**src/rtl/opt_check_pkg.sv**
```systemverilog
// rtl/opt_check_pkg.sv - shared types and golden function for the opt_check response monitor
package opt_check_pkg;

  localparam int FUNC_AND = 0;
  localparam int FUNC_OR  = 1;

  typedef enum logic [1:0] {
    ST_IDLE = 2'd0,
    ST_RUN  = 2'd1,
    ST_DONE = 2'd2
  } state_t;

  // Any code other than AND falls back to OR.
  function automatic logic exp_y(input int func, input logic a, input logic b);
    return (func == FUNC_AND) ? (a & b) : (a | b);
  endfunction

endpackage

```
**src/rtl/sat_counter.sv**
```systemverilog
// rtl/sat_counter.sv - W-bit up counter that sticks at all-ones, with clear and enable
module sat_counter #(
  parameter int W = 16
) (
  input  logic         clk,
  input  logic         reset_n,
  input  logic         clr,
  input  logic         en,
  output logic [W-1:0] count
);

  always_ff @(posedge clk or negedge reset_n) begin
    if (!reset_n) begin
      count <= '0;
    end else if (clr) begin
      count <= '0;
    end else if (en && (count != '1)) begin
      count <= count + 1'b1;
    end
  end

endmodule

```
**src/rtl/opt_check_monitor.sv**
```systemverilog
// rtl/opt_check_monitor.sv - windowed compare of an observed two-input cell against its golden function
module opt_check_monitor
  import opt_check_pkg::*;
#(
  parameter int FUNC       = 1,
  parameter int SAMPLE_LEN = 300,
  parameter int CNT_W      = 16
) (
  input  logic             clk,
  input  logic             reset_n,
  input  logic             start,
  input  logic             abort,
  input  logic             a,
  input  logic             b,
  input  logic             y,
  output logic             busy,
  output logic             done,
  output logic             pass,
  output logic [CNT_W-1:0] sample_cnt,
  output logic [CNT_W-1:0] err_cnt,
  output logic [3:0]       cov,
  output logic [CNT_W-1:0] first_err_idx,
  output logic [2:0]       first_err_vec
);

  localparam logic [CNT_W-1:0] LAST_IDX = CNT_W'(SAMPLE_LEN - 1);

  state_t     state;
  logic       sampling;
  logic       mismatch;
  logic       restart;
  logic [3:0] cov_next;

  always_comb begin
    sampling = (state == ST_RUN) && !abort;
    mismatch = sampling && (y != exp_y(FUNC, a, b));
    restart  = start && (state != ST_RUN);
    cov_next = cov | (4'b0001 << {a, b});
  end

  sat_counter #(.W(CNT_W)) u_err_cnt (
    .clk     (clk),
    .reset_n (reset_n),
    .clr     (restart),
    .en      (mismatch),
    .count   (err_cnt)
  );

  always_ff @(posedge clk or negedge reset_n) begin
    if (!reset_n) begin
      state         <= ST_IDLE;
      busy          <= 1'b0;
      done          <= 1'b0;
      pass          <= 1'b0;
      sample_cnt    <= '0;
      cov           <= '0;
      first_err_idx <= '0;
      first_err_vec <= '0;
    end else begin
      case (state)
        ST_IDLE, ST_DONE: begin
          if (start) begin
            state         <= ST_RUN;
            busy          <= 1'b1;
            done          <= 1'b0;
            pass          <= 1'b0;
            sample_cnt    <= '0;
            cov           <= '0;
            first_err_idx <= '0;
            first_err_vec <= '0;
          end
        end
        ST_RUN: begin
          if (abort) begin
            state <= ST_DONE;
            busy  <= 1'b0;
            done  <= 1'b1;
            pass  <= 1'b0;
          end else begin
            sample_cnt <= sample_cnt + 1'b1;
            cov        <= cov_next;
            // err_cnt never returns to zero inside a window, so zero marks the first miss.
            if (mismatch && (err_cnt == '0)) begin
              first_err_idx <= sample_cnt;
              first_err_vec <= {a, b, y};
            end
            if (sample_cnt == LAST_IDX) begin
              state <= ST_DONE;
              busy  <= 1'b0;
              done  <= 1'b1;
              pass  <= !mismatch && (err_cnt == '0) && (cov_next == 4'b1111);
            end
          end
        end
        default: begin
          state <= ST_IDLE;
          busy  <= 1'b0;
          done  <= 1'b0;
          pass  <= 1'b0;
        end
      endcase
    end
  end

endmodule
```
**config.mk**
```make
export PLATFORM = sky130hd
export DESIGN_NAME = opt_check_monitor
export DESIGN_NICKNAME = d
export VERILOG_FILES = /design/src/rtl/opt_check_pkg.sv /design/src/rtl/sat_counter.sv /design/src/rtl/opt_check_monitor.sv
export SDC_FILE = /design/constraint.sdc
export NUM_CORES = 1
export LEC_CHECK = 0
export BUFFER_PORTS_ARGS = -buffer_cell sky130_fd_sc_hd__buf_2
export CAP_MARGIN = 20
export CORE_MARGIN = 8
export CORE_UTILIZATION = 38
export CTS_CLUSTER_DIAMETER = 120
export DETAILED_ROUTE_END_ITERATION = 12
export SETUP_SLACK_MARGIN = 0.3
export SLEW_MARGIN = 25
export SYNTH_ARGS = -nofsm -noshare
export SYNTH_HDL_FRONTEND = slang
export SYNTH_HIERARCHICAL = 1
export SYNTH_SLANG_ARGS = --single-unit
```
**constraint.sdc**
```tcl
create_clock -name clk -period 2.4 [get_ports clk]
set_input_delay 0.24 -clock clk [delete_from_list [all_inputs] [get_ports clk]]
set_output_delay 0.24 -clock clk [all_outputs]
set_load 0.01 [all_outputs]
```
==> impl.org, run 1 <==
** Outcome
- The run finished with clean final reports.

** Finish
- Diode count :: 0
- Compared with the post-synthesis result, the final layout area differs by 25.82%.
- Of the cells placed in the final design, the portion with a size suffix greater than 1 is 28.82%.
- Post-layout instance area :: 3909 sq um
- The net count of the finished layout is 410.

** Power and ir drop
- Total design power :: 2.903 mW
- The analysis attributes to cell leakage a power of 1.852 nW.
- Reported net switching power :: 0.8732 mW
- Power spread over the standard cell area amounts to 742.6 nW/um^2.
- Part of the total power dissipated in the clock network :: 36.5%
- Worst voltage drop across the vdd grid :: 0.3141 mV
- Sequential cells burn 41.1% of the power.
- Of the total power, the share spent switching nets is 30.08%.
- Cell internal pwr :: 2.030 mW
- Logic gate share of total power :: 22.4%

** Timing
- Setup repair after global routing could not meet its margin everywhere.
- Across all setup checks in the final design, the least slack found is 0.3522 ns.
- After routing, the total negative slack on setup checks comes to 0 ns.
- Number of hold-slack violations in the final timing report :: 0
- Static timing analysis puts the maximum clock frequency at 0.4883 GHz.
- For the pin with the worst max-slew slack, the measured transition is 0.6279 ns.
- The final critical path takes up 85.33% of the cycle.
- Max-slew violation count :: 0
- Headroom to the max-slew limit :: 58.14%
- WHS :: 0.1771 ns
- Fin crit period :: 2.048 ns
- Setup violations remaining at the end of the flow were counted as 0.
- Between clock sinks in the finished design, the worst skew comes to 0.006483 ns.

** Flow run
- Across the run, the number of max-cap violations was 0.

** Yosys
- Synth warn :: 6
- Library cells used by synthesis :: 49
- Number of synthesized register bits :: 60
- Synthesis produced a netlist with a net count of 336.
- Primary FF master, synth :: sky130_fd_sc_hd__dfrtp_1
- Averaged over all synthesized cells, the footprint is 9.501 sq um.
- Number of enable-type register cells in the synthesized netlist :: 0
- Summing the sequential cell areas from Yosys gives 48.33% of the chip area.
- Number of cells produced by synthesis :: 327
- Proportion of synthesized flip-flops having asynchronous set or reset :: 100.0%
- Mapped Area :: 3107 sq um

** Die
- The floorplan has 33 rows.
- For this design the top-level I/O count stands at 65.
- The die is 106.4 um tall.
- Horizontal extent of the die :: 106.4 um
- Starting Density :: 38.59%
- The core region is 8051 sq um.
- The floorplan step defined a die boundary enclosing 11,330 sq um.

** Placement
- After legalization and detailed placement, the total HPWL measured 5591 um.
- At the end of routability-driven placement, the weighted congestion stood at 0.8003.
- Total placed instance area :: 3581 sq um
- Number of port buffers :: 64
- Worst setup slack before clock tree synthesis :: 0.3088 ns

** Global route
- Global routing used 14.09% of the available tracks across all layers.
- Entering global routing, the biggest net connects 36 pins.
- Global-route wire length before repair :: 13,270 um
- The initial antenna violation count was 0.
- GRT overflow :: 0
- Vias in the first global route :: 2,668

** Clocking
- CTS tree :: yes
- Maximum clock insertion buffer count :: 2
- The H-tree generated during clock tree synthesis spans 3 levels.
- TritonCTS sink count :: 60
- At the later pin of the worst-skew pair, clock insertion delay measures 0.33 ns.
- Clock transition at the register clock pins on the worst setup and hold paths after CTS :: 0.07 ns
- The tree is rooted in a sky130_fd_sc_hd__clkbuf_8.
- The number of clock buffers added by TritonCTS is 9.

** Route
- DRT antenna net count :: 0
- Dividing the detail-routed via count by the number of cells gives 5.342.
- Dividing the detail-routed wire length by the instance count gives 15.34 um.
- Wires add up to 7839 um.
- After detailed routing, the number of remaining DRC violations is 0.
- The detailed router placed 2,730 vias in this run.
- Detailed Route Iter0 Violations :: 102
- Total iterations of the first detailed-routing run :: 4

** Worst hold path
- The worst hold path terminates at first_err_vec[0].
- In this run the most critical hold path is launched from y.
- Along the worst hold path, the cell count comes to 3.
- Class of the worst hold path :: in2reg

** Setup path
- Worst setup path class :: reg2reg
- Setup crit end kind :: register
- Critical Path Source Type :: register
- In this run the critical register-to-register path is launched from u_err_cnt/count[0].
- For flop-to-flop paths, the worst setup slack is 0.35 ns.
- The endpoint identified for the worst register-to-register timing path is u_err_cnt/count[15].
- Worst R2R Path Depth :: 6
- STA puts the critical path data arrival time at 2.26 ns.
- Counting both buffers and inverters, the worst setup path holds a total of 1.
- Among cell families on the critical path, the largest total delay comes from simple AND/OR/NAND/NOR gates.
- Maximum fanout encountered on the critical timing path :: 8
- For this design, the slowest cell found on the critical path is sky130_fd_sc_hd__nor4_4.
- List of cells traversed by the critical path :: ha_1 -> nand4_2 -> nor4_4 -> buf_4 -> nor4_1 -> mux2_1
- Required @ worst endpoint :: 2.61 ns
- For this run, the slowest stage of the critical path takes 0.45 ns.
==> area by class of cell <==
type	instances	area [sq um]
Clock inverter	4	70.07
Fill cell	775	4143
Sequential cell	60	1501
Inverter	28	108.9
Tap cell	105	131.4
Timing Repair Buffer	81	462.9
Clock buffer	12	165.2
Multi-Input combinational cell	221	1469
==> state kept, by name (all words and copies together) (netlist names) <==
signal and cells:
first_err_idx 16, sample_cnt 16, u_err_cnt/count 16, cov 4
first_err_vec 3, state 2, busy 1, done 1
pass 1
==> through the flow <==
stage          util (%)  cells
4_1_cts           47.75    508
2_1_floorplan         -    327
3_5_place_dp      44.48    489
3_3_place_gp      44.48    489
5_1_grt           48.55    511
6_report          48.55    511
==> cells in the mapped netlist, drive strengths merged, types with 6 or more instances <==
library cell	instances	area, sq um
dfrtp	60	1501
nand2	36	135.1
inv	28	105.1
a21oi	20	100.1
mux2i	20	200.2
nor2	18	67.56
o21ai	16	80.08
clkbuf	14	52.55
nand3	12	60.06
nand4	11	75.07
or3	10	63.81
nor4	9	71.32
or4	8	62.56
nor2b	7	43.79
o31ai	7	52.55
mux2	6	67.56
==> routing by layer <==
metal / share of wire (%) / GRT usage (%)
met5: 0 / 0
met1: 48 / 18.48
met4: 2.3 / 6.332
met2: 45 / 21.94
met3: 4.9 / 2.904
==> worst register-to-register path, cell delays in order (launching register included) <==
cell and delay, ns:
sky130_fd_sc_hd__dfrtp_1 0.44, sky130_fd_sc_hd__ha_1 0.26, sky130_fd_sc_hd__nand4_2 0.15, sky130_fd_sc_hd__nor4_4 0.45, sky130_fd_sc_hd__buf_4 0.23, sky130_fd_sc_hd__nor4_1 0.07, sky130_fd_sc_hd__mux2_1 0.32
==> power groups by stage <==
stage | logic [mW] | clock network, mW | registers [mW]
CTS | 0.625 | 1.09 | 1.20
detailed placement | 0.611 | 0 | 1.22
global route | 0.721 | 1.13 | 1.21
floorplan | 0.339 | 0 | 1.23
finish | 0.651 | 1.06 | 1.19
global placement | 0.606 | 0 | 1.21
==> placed cells by master (no fill, tap or decap), types with 7 or more instances in the layout <==
master / count
sky130_fd_sc_hd__nand3_1: 11
sky130_fd_sc_hd__o31ai_1: 7
sky130_fd_sc_hd__buf_2: 64
sky130_fd_sc_hd__mux2i_1: 20
sky130_fd_sc_hd__nor2b_1: 7
sky130_fd_sc_hd__buf_4: 15
sky130_fd_sc_hd__o21ai_0: 12
sky130_fd_sc_hd__or3_1: 9
sky130_fd_sc_hd__nand2_1: 36
sky130_fd_sc_hd__nor2_1: 18
sky130_fd_sc_hd__clkbuf_8: 12
sky130_fd_sc_hd__a21oi_1: 20
sky130_fd_sc_hd__dfrtp_1: 60
sky130_fd_sc_hd__inv_1: 26
sky130_fd_sc_hd__nand4_1: 10
==> kinds of logic (layout without fill, tap and decap cells) <==
| logic type | Yosys count | after routing | share of synthesized area (%) |
|---|---|---|---|
| adder cells (fa/ha/maj) | 2 | 2 | 0.8053 |
| buffers and inverters | 46 | 125 | 6.001 |
| XOR/XNOR | 5 | 5 | 1.410 |
| AO/OA/AOI/OAI | 57 | 57 | 11.44 |
| multiplexers | 26 | 26 | 8.618 |
| flip-flops | 60 | 60 | 48.33 |
| AND/OR/NAND/NOR | 131 | 131 | 23.40 |
==> timing repair <==
item	4_1_cts	5_1_grt
hold buffers	1	0
setup endpoints to repair	1	16
endpoints found under the hold margin	25	0
pin swaps	0	3
resized for setup	1	9
buffers inserted	2	3
==> worst max-delay path by stage <==
stage	startpoint	endpoint	slack (ns)	cells past startpoint
after floorplan	state[1]	u_err_cnt/count[3]	0.42	7
after global placement	state[1]	u_err_cnt/count[3]	0.36	6
after detailed placement	state[1]	u_err_cnt/count[3]	0.31	6
after CTS	state[1]	u_err_cnt/count[3]	0.30	7
after global routing	u_err_cnt/count[0]	u_err_cnt/count[9]	0.24	6
final	u_err_cnt/count[0]	u_err_cnt/count[15]	0.35	6
No activity file was read; power rests on OpenSTA's default activity.
==> run 2: changes to the inputs <==
--- a/config.mk
+++ b/config.mk
@@ -15,5 +15,4 @@
 export SLEW_MARGIN = 25
 export SYNTH_ARGS = -nofsm -noshare
 export SYNTH_HDL_FRONTEND = slang
-export SYNTH_HIERARCHICAL = 1
 export SYNTH_SLANG_ARGS = --single-unit
==> run 2 against run 1 <==
Against the previous run:
- die area grew 0.48%
- power fell by 8.2%
- sequential power is essentially flat
- final cell count unchanged
- largest cell class unchanged
- synthesized cell count did not move
- worst hold slack got worse by 0.029 ns
- cell area shrank 2.3%
==> impl.org, run 2 <==
** Finish
- Nets@finish :: 411 (was 410)
- The antenna diode instance count was 0 (unchanged).
- Final core utilization :: 47.17% (was 48.55%)
- Filler cells :: 818 (was 775)
- Leading cell types in the layout, fill and taps excluded: sky130_fd_sc_hd__buf_2 (64), sky130_fd_sc_hd__dfrtp_1 (60), sky130_fd_sc_hd__nand2_1 (48) (was sky130_fd_sc_hd__buf_2 (64), sky130_fd_sc_hd__dfrtp_1 (60), sky130_fd_sc_hd__nand2_1 (36)).
- The finished layout cell area was 3817 sq um (was 3909 sq um).
- The final cell count without fillers was 511 (unchanged).
- The most common library cell in the layout ignoring fill and taps is sky130_fd_sc_hd__buf_2 (unchanged).
- The signed area change from the synthesized netlist to the final layout is 22.19% (was 25.82%).
- The share of cells above drive strength 1 was 24.38% (was 28.82%).
- Top Registers :: first_err_idx x16, sample_cnt x16, u_err_cnt.count x16 (was first_err_idx x16, sample_cnt x16, u_err_cnt/count x16)

** Die
- Horizontal extent of the die :: 106.7 um (was 106.4 um)
- The total I/O pin count was 65 (unchanged).
- The area of the die was 11,380 sq um (was 11,330 sq um).
- The height of the die is 106.7 um (was 106.4 um).
- Floorplan Core Area :: 8093 sq um (was 8051 sq um)
- The starting utilization of the core area is 38.61% (was 38.59%).
- Total number of placement rows :: 33 (unchanged)

** Yosys
- Number of synthesized register bits :: 60 (unchanged)
- Largest cells by area after synthesis: sky130_fd_sc_hd__dfrtp_1 (48%), sky130_fd_sc_hd__mux2i_1 (9.9%), sky130_fd_sc_hd__nand2_1 (5.8%) (was sky130_fd_sc_hd__dfrtp_1 (48%), sky130_fd_sc_hd__mux2i_1 (6.4%), sky130_fd_sc_hd__nand2_1 (4.3%)).
- The largest family of logic cells by synthesized area is simple AND/OR/NAND/NOR gates (unchanged).
- The number of distinct library cells after synthesis was 46 (was 49).
- The most used standard cell by instance count after synthesis was sky130_fd_sc_hd__dfrtp_1 (unchanged).
- Fraction of the mapped netlist area in simple logic gates :: 24.19% (was 23.40%)
- The gate count after technology mapping is 327 (unchanged).
- Multiplexer fraction of the synthesized cell area :: 10.65% (was 8.619%)
- The area fraction in compound gates after synthesis came to 9.652% (was 11.44%).
- The most instantiated flip-flop cell in the synthesis netlist is sky130_fd_sc_hd__dfrtp_1 (unchanged).
- Post-synthesis cell type with the largest combined area :: sky130_fd_sc_hd__dfrtp_1 (unchanged)
- Synthesized-area fraction occupied by adder cells :: 1.201% (was 0.8055%)
- The fraction of registers with async set or reset after synthesis came to 100.0% (unchanged).
- The post-synth design cell area came to 3124 sq um (was 3107 sq um).
- The fraction of synthesized cell area taken by the top area cell type was 48.06% (was 48.33%).
- Number of enable-type register cells in the synthesized netlist :: 0 (unchanged)
- Post-synth top cells :: sky130_fd_sc_hd__dfrtp_1 (60), sky130_fd_sc_hd__nand2_1 (48), sky130_fd_sc_hd__mux2i_1 (31) (was sky130_fd_sc_hd__dfrtp_1 (60), sky130_fd_sc_hd__nand2_1 (36), sky130_fd_sc_hd__inv_1 (28))
- Mapped Nets :: 337 (was 336)
- The count of synthesis-stage warnings from yosys was 0 (was 6).
- Post-Syn Area per Cell :: 9.554 sq um (was 9.501 sq um)
- The post-synthesis share of cell area spent on xor and xnor gates is 1.682% (was 1.410%).
- Share of the yosys chip area belonging to registers :: 48.06% (was 48.33%)

** Power and ir drop
- The maximum VDD drop is 0.3043 mV (was 0.3141 mV).
- Areal power density over the cells :: 697.8 nW/um^2 (was 742.6 nW/um^2)
- Leak pwr :: 1.749 nW (was 1.852 nW)
- Total design power :: 2.664 mW (was 2.903 mW)

** Timing
- The highest clock rate came to 0.5080 GHz (was 0.4883 GHz).
- Worst-case clock skew :: 0.01022 ns (was 0.006483 ns)
- Fin crit period :: 1.968 ns (was 2.048 ns)
- Unrepaired setup endpoints after global routing :: false (was true)
- The count of final max-slew check failures was 0 (unchanged).
- The count of final hold-check violations came to 0 (unchanged).
- The tightest slew margin relative to the limit was 55.55% (was 58.14%).
- The slew at the pin closest to its max-slew limit was 0.6612 ns (was 0.6279 ns).
- Total setup violations reported at the end of the flow :: 0 (unchanged)
- Final clock period utilization by the worst path :: 82.02% (was 85.33%)
- TNS Setup :: 0 ns (unchanged)

** Placement
- Placed cell count :: 493 (was 489)
- Half-perimeter wire length after placement :: 5829 um (was 5591 um)
- The instance area after placement was 3595 sq um (was 3581 sq um).
- The final RePlAce weighted congestion was 0.8434 (was 0.8003).
- The count of buffers inserted at the top-level ports came to 64 (unchanged).

** Route
- The number of iterations in the first detailed-routing pass was 4 (unchanged).
- Mean number of vias per cell :: 5.327 (was 5.342)
- The wire length reported by the detailed router was 8077 um (was 7839 um).
- Average wire per cell in the routed design :: 15.81 um (was 15.34 um)
- The via count of the routed design came to 2,722 (was 2,730).
- The count of antenna-violating nets left after detailed routing was 0 (unchanged).
- The remaining design rule violation count came to 0 (unchanged).
- Detailed Route Iter0 Violations :: 97 (was 102)

** Flow run
- The max-cap check violation count came to 0 (unchanged).

** Setup path
- Worst setup path class :: reg2reg (unchanged)
- Required @ worst endpoint :: 2.66 ns (was 2.61 ns)
- The kind of launch point of the worst setup path is a register (unchanged).
- Setup crit end kind :: register (unchanged)
- The arrival time of data at the critical path endpoint was 2.23 ns (was 2.26 ns).
- Worst R2R Path Depth :: 6 (unchanged)
- The maximum fanout along the worst path came to 7 (was 8).

** Global route
- The wire length of the first global-routing pass is 13,430 um (was 13,270 um).
- Vias in the first global route :: 2,753 (was 2,668)
- The overall track demand over capacity in global routing was 14.62% (was 14.09%).
- Largest net degree at the start of global routing :: 34 (was 36)
- The total overflow reported by the global router came to 0 (unchanged).
- Antenna violations before repair :: 0 (unchanged)

** Clocking
- The CTS tree is yes (unchanged).
- The clock latency on the worst-skew pair is 0.35 ns (was 0.33 ns).
- The number of buffers created by CTS is 9 (unchanged).
- Clock transition at the register clock pins on the worst setup and hold paths after CTS :: 0.07 ns (about the same)
- Maximum clock insertion buffer count :: 2 (unchanged)
- Clk root buf :: sky130_fd_sc_hd__clkbuf_8 (unchanged)
- The number of H-tree levels was 3 (unchanged).
- TritonCTS sink count :: 60 (unchanged)

** Worst hold path
- The class of the tightest hold or removal check was in2reg (unchanged).
- The worst hold path cell count is 3 (unchanged).

** Outcome
- Outcome :: complete, no violations (unchanged)
[run 2: cell count changes in the layout (fill, tap and decap cells not counted), sizes merged, moves of 5 or more]
cell    change
o21ai       -5
xnor2       +5
nor2b       -5
nand2      +12
a21oi       -9
buf         -6
mux2i      +11
nand2b      +6
[run 2: final cells by class]
cell class	instances	area [sq um]	area share, %
sequential	60	1501	39.33
multi-input combinational	230	1483	38.84
timing repair buffer	75	405.4	10.62
clock buffer	12	155.1	4.064
tap	105	131.4	3.441
inverter	25	93.84	2.458
clock inverter	4	47.55	1.245
[run 2: metal layers]
metal	GRT usage (%)	vias up	wire [um]
li1	-	1325	-
met5	0	-	0
met3	4.139	14	450
met2	23.36	72	3754
met4	7.839	0	177
met1	17.51	1311	3695
[run 2: timing repair]
item / in CTS / in global routing
hold buffers: 1 / 0
setup buffers: 0 / 1
setup endpoints to repair: 0 / 3
hold endpoints to repair: 60 / 0
resized for setup: 0 / 1
[run 2: worst paths after layout]
path,start,to,slack (ns)
max,u_err_cnt.count[0],u_err_cnt.count[14],0.43
min,y,first_err_vec[0],0.15
max reg2reg,u_err_cnt.count[0],u_err_cnt.count[14],0.43
min reg2reg,first_err_idx[13],first_err_idx[13],0.52
max in group asynchronous,reset_n,state[0],1.61
min in group asynchronous,reset_n,first_err_idx[10],0.44
[run 2: where the power goes]
part           switching [mW]  total [mW]  internal, mW  leakage, nW
combinational           0.333       0.540         0.208        0.820
clock                   0.402       0.935         0.533        0.102
sequential             0.0946        1.19          1.09        0.827
total                   0.830        2.66          1.83         1.75
[run 2: worst max-delay path, cell delays in order, from the launching register on]
cell	delay, ns
sky130_fd_sc_hd__dfrtp_1	0.45
sky130_fd_sc_hd__ha_1	0.25
sky130_fd_sc_hd__and3_1	0.21
sky130_fd_sc_hd__nand4_1	0.22
sky130_fd_sc_hd__buf_4	0.23
sky130_fd_sc_hd__nor4_1	0.30
sky130_fd_sc_hd__mux2i_1	0.23
[run 2: cell families (layout without fill, tap and decap cells)]
logic type	count (synthesis)	count (layout)
fa+ha+maj	3	3
xor+xnor	6	6
flops	60	60
mux	33	33
buf+inv	37	116
simple gates	143	143
compound gates	45	45
[run 2: through the flow]
step           worst slack (ns)  hold slack (ns)
3_5_place_dp             0.3486           0.2817
2_1_floorplan            0.5992         -0.05559
6_report                 0.4316           0.1483
3_3_place_gp             0.3837           0.2853
4_1_cts                  0.3529           0.1403
5_1_grt                  0.3121           0.1780
==> run 3: changes to the inputs <==
--- a/config.mk
+++ b/config.mk
@@ -5,6 +5,7 @@
 export SDC_FILE = /design/constraint.sdc
 export NUM_CORES = 1
 export LEC_CHECK = 0
+export ABC_AREA = 1
 export BUFFER_PORTS_ARGS = -buffer_cell sky130_fd_sc_hd__buf_2
 export CAP_MARGIN = 20
 export CORE_MARGIN = 8
==> constraint.sdc (replaced) <==
create_clock -name clk -period 1.7 [get_ports clk]
set_input_delay 0.17 -clock clk [delete_from_list [all_inputs] [get_ports clk]]
set_output_delay 0.17 -clock clk [all_outputs]
set_load 0.01 [all_outputs]
==> run 3 against run 2 <==
Against the previous run:
- maximum frequency up 28%
- critical endpoint is now u_err_cnt.count[5]
- sequential share of layout area fell by 8.1 points
- clock power increased by 68%
==> impl.org, run 3 <==
** Outcome
- Outcome :: complete, no violations (unchanged)

** Finish
- The area of the multi-input gates was 1879 sq um (was 1483 sq um).
- The signed area change from the synthesized netlist to the final layout is 46.34% (was 22.19%).
- The final cell count without fillers came to 667 (was 511).
- Post-layout instance area :: 4852 sq um (was 3817 sq um)
- Leading cell types in the layout, fill and taps excluded :: sky130_fd_sc_hd__nand2_1 (90), sky130_fd_sc_hd__buf_2 (64), sky130_fd_sc_hd__dfrtp_1 (48) (was sky130_fd_sc_hd__buf_2 (64), sky130_fd_sc_hd__dfrtp_1 (60), sky130_fd_sc_hd__nand2_1 (48))
- The number of nets in the final layout is 565 (was 411).
- The number of filler instances in the final layout is 789 (was 818).
- The antenna diode instance count was 0 (unchanged).
- Top Registers: first_err_idx x16, sample_cnt x16, u_err_cnt.count x16 (unchanged).
- The share of cells above drive strength 1 was 41.68% (was 24.38%).
- Most common cell after layout, fill and taps aside :: sky130_fd_sc_hd__nand2_1 (was sky130_fd_sc_hd__buf_2)
- The footprint of the flip-flops and latches was 1516 sq um (was 1501 sq um).

** Route
- Average wire per cell in the routed design :: 15.32 um (was 15.81 um)
- Mean number of vias per cell :: 5.102 (was 5.327)
- The via count of the routed design was 3,403 (was 2,722).
- Total iterations of the first detailed-routing run :: 5 (was 4)
- The wire length reported by the detailed router is 10,220 um (was 8077 um).
- The remaining design rule violation count is 0 (unchanged).
- The count of antenna-violating nets left after detailed routing is 0 (unchanged).
- Detailed Route Iter0 Violations :: 148 (was 97)

** Clocking
- Insertion delay of the later-clocked pin in the worst-skew pair :: 0.34 ns (was 0.35 ns)
- The number of H-tree levels is 3 (unchanged).
- The worst-case clock buffer depth is 2 (unchanged).
- The clock-pin slew on the worst setup and hold paths is 0.07 ns (about the same).
- TritonCTS sink count :: 60 (unchanged)
- The number of buffers created by CTS was 9 (unchanged).
- The root buffer selected by CTS is sky130_fd_sc_hd__clkbuf_8 (unchanged).
- CTS tree :: yes (unchanged)

** Timing
- Tightest Pin Transition :: 0.3333 ns (was 0.6612 ns)
- Max-slew violation count :: 0 (unchanged)
- WHS :: 0.1053 ns (was 0.1483 ns)
- The count of final hold-check violations is 0 (unchanged).
- Fin crit period :: 1.535 ns (was 1.968 ns)
- Unrepaired setup endpoints after global routing: true (was false).
- The post-route clock skew was 0.008537 ns (was 0.01022 ns).
- The final total negative setup slack came to 0 ns (unchanged).
- The tightest slew margin relative to the limit came to 77.78% (was 55.55%).
- Final clock period utilization by the worst path :: 90.32% (was 82.02%)
- The highest clock rate was 0.6513 GHz (was 0.5080 GHz).
- The count of final setup violators came to 0 (unchanged).

** Setup path
- The setup slack on the worst flop-to-flop path was 0.16 ns (was 0.43 ns).
- The required time at the endpoint of the critical path came to 1.97 ns (was 2.66 ns).
- The arrival time of data at the critical path endpoint is 1.81 ns (was 2.23 ns).
- Critical Path Source Type :: register (unchanged)
- The element type at the critical path end is a register (unchanged).
- Worst setup path class :: reg2reg (unchanged)
- Maximum fanout encountered on the critical timing path :: 5 (was 7)

** Yosys
- Share of the yosys chip area belonging to registers :: 45.28% (was 48.06%)
- The fraction of registers with async set or reset after synthesis is 100.0% (unchanged).
- Mapped Area :: 3316 sq um (was 3124 sq um)
- The fraction of synthesized cell area taken by the top area cell type came to 45.28% (was 48.06%).
- Post-synthesis cell type with the largest combined area :: sky130_fd_sc_hd__dfrtp_1 (unchanged)
- Number of synthesized register bits :: 60 (unchanged)
- Number of cells produced by synthesis :: 437 (was 327)
- The number of flops mapped to enable cells by yosys is 0 (unchanged).
- Primary FF master, synth :: sky130_fd_sc_hd__dfrtp_1 (unchanged)
- Library cells used by synthesis :: 29 (was 46)
- The count of synthesis-stage warnings from yosys was 0 (unchanged).
- Mapped Nets :: 447 (was 337)
- Cell with the most instances after synthesis :: sky130_fd_sc_hd__nand2_1 (was sky130_fd_sc_hd__dfrtp_1)
- Largest cells by area after synthesis: sky130_fd_sc_hd__dfrtp_1 (45%), sky130_fd_sc_hd__nand2_1 (12%), sky130_fd_sc_hd__nand3_1 (6.8%) (was sky130_fd_sc_hd__dfrtp_1 (48%), sky130_fd_sc_hd__mux2i_1 (9.9%), sky130_fd_sc_hd__nand2_1 (5.8%)).
- The synthesized area divided by synthesized cell count came to 7.587 sq um (was 9.554 sq um).
- Post-synth top cells :: sky130_fd_sc_hd__nand2_1 (108), sky130_fd_sc_hd__dfrtp_1 (60), sky130_fd_sc_hd__nor2_1 (52) (was sky130_fd_sc_hd__dfrtp_1 (60), sky130_fd_sc_hd__nand2_1 (48), sky130_fd_sc_hd__mux2i_1 (31))

** Placement
- The instance area after placement is 3961 sq um (was 3595 sq um).
- Placed cell count :: 617 (was 493)
- The half-perimeter wire length after placement came to 6661 um (was 5829 um).
- Routability congestion estimate from global placement :: 0.8139 (was 0.8434)
- The count of buffers inserted at the top-level ports is 64 (unchanged).

** Power and ir drop
- The leakage power figure is 2.448 nW (was 1.749 nW).
- Areal power density over the cells :: 1014 nW/um^2 (was 697.8 nW/um^2)
- Worst voltage drop across the vdd grid :: 0.6376 mV (was 0.3043 mV)
- Total design power :: 4.920 mW (was 2.664 mW)

** Flow run
- Max Cap Violations :: 0 (unchanged)

** Die
- The starting utilization of the core area was 38.58% (was 38.61%).
- Total number of placement rows :: 34 (was 33)
- The die boundary width was 109.4 um (was 106.7 um).
- The height of the die is 109.4 um (was 106.7 um).
- The area of the die is 11,970 sq um (was 11,380 sq um).
- Floorplan Core Area :: 8593 sq um (was 8093 sq um)
- Number of primary I/O pins :: 65 (unchanged)

** Global route
- Largest net degree at the start of global routing :: 61 (was 34)
- The overall track demand over capacity in global routing came to 15.93% (was 14.62%).
- The initial antenna violation count is 0 (unchanged).
- GRT overflow :: 0 (unchanged)
- Vias in the first global route :: 3,101 (was 2,753)
- The wire length of the first global-routing pass was 15,210 um (was 13,430 um).

** Worst hold path
- Class of the worst hold path :: in2reg (unchanged)
==> run 3: changes by cell type in the layout (fill, tap and decap cells not counted), sizes merged, moves of 6 or more <==
cell    delta
buf       +40
inv       +23
mux2i     -31
nand2     +75
nand2b     -8
nand3     +33
nand4      +9
nor2      +46
nor4      -13
o21ai     +26
or3        -6
or4        -7
xnor2      -6
==> run 3: kinds of logic after synthesis <==
kind of cell | Yosys count | share of synthesized area, %
simple gates | 257 | 36.00
buf+inv | 60 | 8.301
flops | 60 | 45.28
compound gates | 53 | 8.227
xor+xnor | 4 | 1.056
fa+ha+maj | 3 | 1.132
==> run 3: layout make-up <==
cell class	instances	share of cell area (%)
sequential	60	31.25
tap	108	2.785
inverter	48	3.765
timing repair buffer	119	18.57
clock buffer	10	2.837
clock inverter	5	2.063
multi-input combinational	317	38.73
==> run 3: path summary, 6_finish.rpt <==
| path | from | to | depth (start not counted) |
|---|---|---|---|
| max in group asynchronous | reset_n | state[0] | 3 |
| worst max register to register | u_err_cnt.count[1] | u_err_cnt.count[5] | 10 |
| min in group asynchronous | reset_n | first_err_idx[3] | 3 |
| worst min register to register | busy | busy | 2 |
| worst max-delay path | u_err_cnt.count[1] | u_err_cnt.count[5] | 10 |
| worst min-delay path | y | first_err_vec[0] | 3 |
==> run 3: worst max-delay path: stages (launching register included) <==
cell and delay [ns]:
sky130_fd_sc_hd__dfrtp_2 0.42, sky130_fd_sc_hd__ha_4 0.18, sky130_fd_sc_hd__nand2_4 0.06, sky130_fd_sc_hd__nor2_4 0.14
sky130_fd_sc_hd__nand2_4 0.07, sky130_fd_sc_hd__nor2_4 0.10, sky130_fd_sc_hd__nor2_4 0.07, sky130_fd_sc_hd__nor2_8 0.15
sky130_fd_sc_hd__clkbuf_16 0.19, sky130_fd_sc_hd__nand2_2 0.05, sky130_fd_sc_hd__nand2_1 0.04
==> run 3: timing repair <==
item / CTS / global route
cloned: 0 / 6
setup buffers: 14 / 14
setup endpoints to repair: 55 / 53
endpoints found under the hold margin: 60 / 0
resized for setup: 16 / 76
pin swaps: 4 / 18
hold buffers: 1 / 0
==> run 3: power by group <==
| part | leakage, nW | internal [mW] | switching [mW] |
|---|---|---|---|
| clock | 0.122 | 1.00 | 0.569 |
| sequential | 0.806 | 1.56 | 0.136 |
| combinational | 1.52 | 0.741 | 0.909 |
| total | 2.45 | 3.31 | 1.61 |
==> run 3: per-stage QoR <==
| step | setup WS, ns | util [%] |
|---|---|---|
| final | 0.1646 | 56.46 |
| after global routing | 0.09819 | 56.46 |
| after CTS | 0.1815 | 51.08 |
| after detailed placement | 0.08957 | 46.10 |
| after global placement | 0.1147 | 46.10 |
| after floorplan | 0.1670 | - |
==> run 3: metal layers <==
layer  wire (um)  GRT usage, %  vias to the layer above
met5           0             0                        -
met2        5054         25.93                       88
met4         147         5.882                        0
met1        4511         20.57                     1635
li1            -             -                     1665
met3         505         3.048                       15
